## src/rtl/key_event_ctrl.sv

```systemverilog
// Key event classifier: turns debounced key levels into SHORT/LONG/REPEAT events on one valid/ready port.
// Optional KEY_REPEAT_EN: when defined, a held key emits REPEAT every REP_MS ticks after LONG.
//
// state  | meaning
// S_IDLE | key released, or held since reset / since before the last press
// S_DOWN | pressed, counting ticks towards LONG_MS
// S_HOLD | LONG already posted, waiting for release (and pacing REPEAT when enabled)
module key_event_ctrl #(
  parameter int NUM_KEYS = 4,
  parameter int TICK_DIV = 50000,
  parameter int LONG_MS  = 1000,
  parameter int REP_MS   = 200,
  localparam int KW      = (NUM_KEYS > 1) ? $clog2(NUM_KEYS) : 1
) (
  input  logic                clk,
  input  logic                rst,
  input  logic [NUM_KEYS-1:0] key_down,
  output logic                ev_valid,
  input  logic                ev_ready,
  output logic [KW-1:0]       ev_key,
  output logic [1:0]          ev_type,
  output logic                ovf,
  input  logic                ovf_clr
);

  localparam int MAXV = (LONG_MS > REP_MS) ? LONG_MS : REP_MS;
  localparam int CW   = $clog2(MAXV + 1);
  localparam int TW   = (TICK_DIV > 1) ? $clog2(TICK_DIV) : 1;

  localparam logic [1:0] EV_SHORT  = 2'b01;
  localparam logic [1:0] EV_LONG   = 2'b10;
  localparam logic [1:0] EV_REPEAT = 2'b11;

  typedef enum logic [1:0] {S_IDLE, S_DOWN, S_HOLD} key_st_t;

  key_st_t                 st_q   [NUM_KEYS];
  key_st_t                 st_d   [NUM_KEYS];
  logic [CW-1:0]           cnt_q  [NUM_KEYS];
  logic [CW-1:0]           cnt_d  [NUM_KEYS];
  logic [1:0]              post_type [NUM_KEYS];
  logic [1:0]              ptype_q   [NUM_KEYS];
  logic [NUM_KEYS-1:0]     post;
  logic [NUM_KEYS-1:0]     pend_q;
  logic [NUM_KEYS-1:0]     prev_q;
  logic [NUM_KEYS-1:0]     rise;
  logic [NUM_KEYS-1:0]     gclr;
  logic [TW-1:0]           tcnt_q;
  logic                    tick;
  logic                    free;
  logic                    found;
  logic                    grant;
  logic [KW-1:0]           grant_idx;
  logic [KW-1:0]           last_q;
  logic                    drop;

  assign tick = (tcnt_q == TW'(TICK_DIV - 1));
  assign rise = key_down & ~prev_q;
  assign free = !ev_valid || ev_ready;

  always_comb begin
    for (int i = 0; i < NUM_KEYS; i++) begin
      st_d[i]      = st_q[i];
      cnt_d[i]     = cnt_q[i];
      post[i]      = 1'b0;
      post_type[i] = 2'b00;
      case (st_q[i])
        S_IDLE: begin
          if (rise[i]) begin
            st_d[i]  = S_DOWN;
            cnt_d[i] = '0;
          end
        end
        S_DOWN: begin
          // Threshold takes precedence over a release in the same cycle.
          if (tick && cnt_q[i] == CW'(LONG_MS - 1)) begin
            post[i]      = 1'b1;
            post_type[i] = EV_LONG;
            cnt_d[i]     = '0;
            st_d[i]      = key_down[i] ? S_HOLD : S_IDLE;
          end else if (!key_down[i]) begin
            post[i]      = 1'b1;
            post_type[i] = EV_SHORT;
            st_d[i]      = S_IDLE;
          end else if (tick) begin
            cnt_d[i] = cnt_q[i] + 1'b1;
          end
        end
        S_HOLD: begin
`ifdef KEY_REPEAT_EN
          if (tick && cnt_q[i] == CW'(REP_MS - 1)) begin
            post[i]      = 1'b1;
            post_type[i] = EV_REPEAT;
            cnt_d[i]     = '0;
            st_d[i]      = key_down[i] ? S_HOLD : S_IDLE;
          end else if (!key_down[i]) begin
            st_d[i] = S_IDLE;
          end else if (tick) begin
            cnt_d[i] = cnt_q[i] + 1'b1;
          end
`else
          if (!key_down[i]) begin
            st_d[i] = S_IDLE;
          end
`endif
        end
        default: st_d[i] = S_IDLE;
      endcase
    end
  end

  // Round-robin search starting just after the last granted key.
  always_comb begin
    found     = 1'b0;
    grant_idx = '0;
    for (int k = 1; k <= NUM_KEYS; k++) begin
      int idx;
      idx = (int'(last_q) + k) % NUM_KEYS;
      if (!found && pend_q[idx[KW-1:0]]) begin
        found     = 1'b1;
        grant_idx = idx[KW-1:0];
      end
    end
    grant = found && free;
    gclr  = '0;
    for (int i = 0; i < NUM_KEYS; i++) begin
      if (grant && grant_idx == KW'(i)) gclr[i] = 1'b1;
    end
    drop = |(post & pend_q & ~gclr);
  end

  always_ff @(posedge clk) begin
    if (rst) begin
      for (int i = 0; i < NUM_KEYS; i++) begin
        st_q[i]    <= S_IDLE;
        cnt_q[i]   <= '0;
        ptype_q[i] <= 2'b00;
      end
      pend_q   <= '0;
      prev_q   <= '1;
      tcnt_q   <= '0;
      last_q   <= KW'(NUM_KEYS - 1);
      ev_valid <= 1'b0;
      ev_key   <= '0;
      ev_type  <= 2'b00;
      ovf      <= 1'b0;
    end else begin
      prev_q <= key_down;
      tcnt_q <= tick ? '0 : tcnt_q + 1'b1;
      for (int i = 0; i < NUM_KEYS; i++) begin
        st_q[i]  <= st_d[i];
        cnt_q[i] <= cnt_d[i];
        // A new post beats a grant clear of the same key.
        if (post[i]) begin
          pend_q[i]  <= 1'b1;
          ptype_q[i] <= post_type[i];
        end else if (gclr[i]) begin
          pend_q[i] <= 1'b0;
        end
      end
      if (drop)         ovf <= 1'b1;
      else if (ovf_clr) ovf <= 1'b0;
      if (grant) begin
        ev_valid <= 1'b1;
        ev_key   <= grant_idx;
        ev_type  <= ptype_q[grant_idx];
        last_q   <= grant_idx;
      end else if (free) begin
        ev_valid <= 1'b0;
      end
    end
  end

endmodule

```

## config.mk

```make
export PLATFORM = sky130hd
export DESIGN_NAME = key_event_ctrl
export DESIGN_NICKNAME = d
export VERILOG_FILES = /design/src/rtl/key_event_ctrl.sv
export SDC_FILE = /design/constraint.sdc
export NUM_CORES = 1
export LEC_CHECK = 0
export CORE_ASPECT_RATIO = 0.9
export CORE_MARGIN = 2
export CORE_UTILIZATION = 37
export DETAILED_ROUTE_END_ITERATION = 6
export PLACE_DENSITY_LB_ADDON = 0.15
export SLEW_MARGIN = 20
export SYNTH_ARGS = -nofsm -noshare
export SYNTH_HDL_FRONTEND = slang
export SYNTH_SLANG_ARGS = --single-unit
```

## constraint.sdc

```tcl
create_clock -name clk -period 2.7 [get_ports clk]
set_clock_uncertainty 0.05 [all_clocks]
set_input_delay 0.405 -clock clk [delete_from_list [all_inputs] [get_ports clk]]
set_output_delay 0.405 -clock clk [all_outputs]
set_load 0.03 [all_outputs]
```

==> results.md <==
- Port Buf Inserts: 13
- DR iter-0 viols: 350
- Layout fillers: between 1,000 and 1,500
- Min cycle time layout: ~2500 ps
- Least-Margin Pin Slew: 889 ps
- Root buffer cell: clkbuf_16
- Peak supply drop: ~280 uV
- Initial Util: around 38%
- Crit-path max FO: 13
- Final Hold Fails: 0
- Clk sinks: 88
- Area leader, netlist: dfxtp_1
- Share of cells above drive strength 1: slightly above 8%
- Sum Neg Setup Slack: 0 ps
- Multi-input combinational cell area: about 2500 um^2
- Hold-fix buffers at CTS: 0
- Vias in the first global route: 3,704
- Die area: approximately 13,000 um^2
- CP Cell Sequence: ha_1 -> and3_1 -> and4_4 -> a31oi_1 -> buf_4 -> or4_1 -> a21oi_1
- CTS tree: done
- ANT cells: 0
- Slew Viols, Final: 0
- First-pass GRT wire length: between 15 and 20 mm
- Largest net degree at the start of global routing: 39
- Yosys cell types: 63
- Syn-to-layout area delta: 12.3%
- Die Wd: between 100 and 150 um
- Share of the synthesized area in the top cell type: between 30% and 40%
- Gr ovfl total: 0
- Max Fclk: 404 MHz
- H-tree levels: 3
- Clk buf depth: 2
- Synth Cell Area: between 4000 and 5000 um^2
- Critical Path RT: 2920 ps
- DRC violations left: 0
- Final WS setup: ~220 ps
- Hold WC Path Type: flip-flop to flip-flop
- Startpoint Class: flip-flop
- Power Density: 530 nW/um^2
- CTS resizes: 0
- Finished Core Util: roughly 43%
- Setup repair bufs after CTS: 0
- Syn nets: roughly 540
- Post-synth EDFFs: 8
- Avg WL per Cell: about 14 um
- Max Cap Violations: 0
- DR pass1 iterations: 4
- Synth area leaders: dfxtp_1 35%, edfxtp_1 5.2%, a21oi_1 3.9%
- Cells after Synth: between 500 and 600
- Slowest-stage cell, CP: or4_1
- Seq/Total Area, Yosys: between 40% and 50%
- Leading cell type in the layout, fill and taps excluded: dfxtp_1
- Ports: 14
- Placer Congestion: ~0.81
- CP endpoint kind: flip-flop
- Pre-CTS setup slack: 144 ps
- Antenna violations before repair: 0
- Core Rows: 38
- Worst-skew pair later-pin latency: about 340 ps
- Post-route ant nets: 0
- Final total power: between 2 and 3 mW
- Slew margin rel.: 40.6%
- CP peak stage delay: approximately 470 ps
- Final setup fails: 0
- CP Class: flip-flop to flip-flop
- Total global-route track usage: approximately 16%
- Inserted Clock Buffers: 9
- Avg Vias per Cell: roughly 5.7
- Total wire length: ~10 mm
- Clk slew on worst S/H paths: approximately 60 ps
- Dpl hpwl: 6.77 mm
- Outcome: finished, final reports clean
- Core ar.: 12,100 um^2
- CP arrival: approximately 2700 ps
- Warnings, synthesis: 0
- Syn avg cell area: 8.65 um^2
- Final critical-path share of the clock period: 91.8%
- Leakage: 1.60 nW
- Vias: 3,954
- NumNets Final: between 500 and 600
- Most frequent cells in the layout: 80 x dfxtp_1, 42 x nand2_1, 36 x a21oi_1
- Seq cells post-synth: between 80 and 90
- RSZ-0062 raised after global routing: no
- WHS: 399 ps
- Ys async rst share: 0%
- Primary FF master, synth: dfxtp_1
- Reg area: roughly 1800 um^2
- Die Height: between 100 and 150 um
==> cell families after synthesis <==
| logic type | Yosys count | share of synthesized area (%) |
|---|---|---|
| buffers and inverters | 50 | 4.48 |
| muxes | 10 | 2.18 |
| and+or+nand+nor | 212 | 26.7 |
| AOI/OAI and AO/OA | 151 | 22.4 |
| adders and majority gates | 5 | 1.37 |
| xor gates and xnor gates | 14 | 2.68 |
| DFF | 88 | 40.2 |
==> flip-flops by register name, summed over array words and instances, names as in the netlist <==
| signal | cells |
|---|---|
| prev_q | 4 |
| ptype_q | 8 |
| pend_q | 4 |
| ev_valid | 1 |
| ovf | 1 |
| st_q | 8 |
| ev_type | 2 |
| ev_key | 2 |
| tcnt_q | 16 |
| last_q | 2 |
| cnt_q | 40 |
==> synth_stat cells (4+ instances only) <==
cell,count
xor2_1,7
ha_1,5
and4_1,4
dfxtp_1,80
or2_2,4
a21oi_1,36
or3_1,5
xnor2_1,7
o31ai_1,19
nand4_1,12
or4_1,22
and3_1,7
nor2_1,33
nand3_1,17
inv_1,20
nand2_1,42
o211ai_1,18
a31oi_1,8
nand2b_1,7
nor2b_1,13
edfxtp_1,8
nor3_1,12
a211oi_1,9
mux2i_1,10
nor4_1,13
o21ai_0,22
clkbuf_1,26
==> metrics by stage <==
step                      std cells  instance area [um^2]
final                           699                  5140
after global routing            699                  5140
after CTS                       699                  5140
after detailed placement        683                  4870
after global placement          683                  4870
after floorplan                 530                  4580
==> path summary, 6_finish.rpt <==
check,from,endpoint,slack (ps),cells past startpoint
worst max-delay path,tcnt_q[0]$_SDFF_PP0_,cnt_q[3][3]$_SDFFE_PP0P_,220,7
worst min-delay path,tcnt_q[0]$_SDFF_PP0_,tcnt_q[0]$_SDFF_PP0_,400,1
worst max register to register,tcnt_q[0]$_SDFF_PP0_,cnt_q[3][3]$_SDFFE_PP0P_,220,7
worst min register to register,tcnt_q[0]$_SDFF_PP0_,tcnt_q[0]$_SDFF_PP0_,400,1
==> layer usage <==
layer / global-route usage (%) / wire, um
met4: 3.94 / 107
met5: 0 / 0
met3: 4.82 / 314
met2: 25.7 / 4510
met1: 22.0 / 5180
==> power breakdown <==
part / internal [mW] / switching (mW)
clock: 0.645 / 0.501
combinational: 0.0813 / 0.122
sequential: 1.35 / 0.0304
total: 2.07 / 0.653
==> worst max-delay path, delay by kind of cell (launching register included) <==
family	cells	cell delay, ps
flip-flops	1	350
adder cells (fa/ha/maj)	1	200
buffers and inverters	1	270
AND/OR/NAND/NOR	3	1090
AO/OA/AOI/OAI	2	450
==> layout make-up <==
type                    instances  share of cell area (%)
well taps                     160                    3.89
multi-input cells             392                    49.4
repair buffers                 23                    4.23
inverters                      20                    1.46
flip-flops and latches         88                    35.8
clock inverters                 4                   0.413
clock buffers                  12                    4.79
Note: power is estimated with default switching activity, not from simulation.
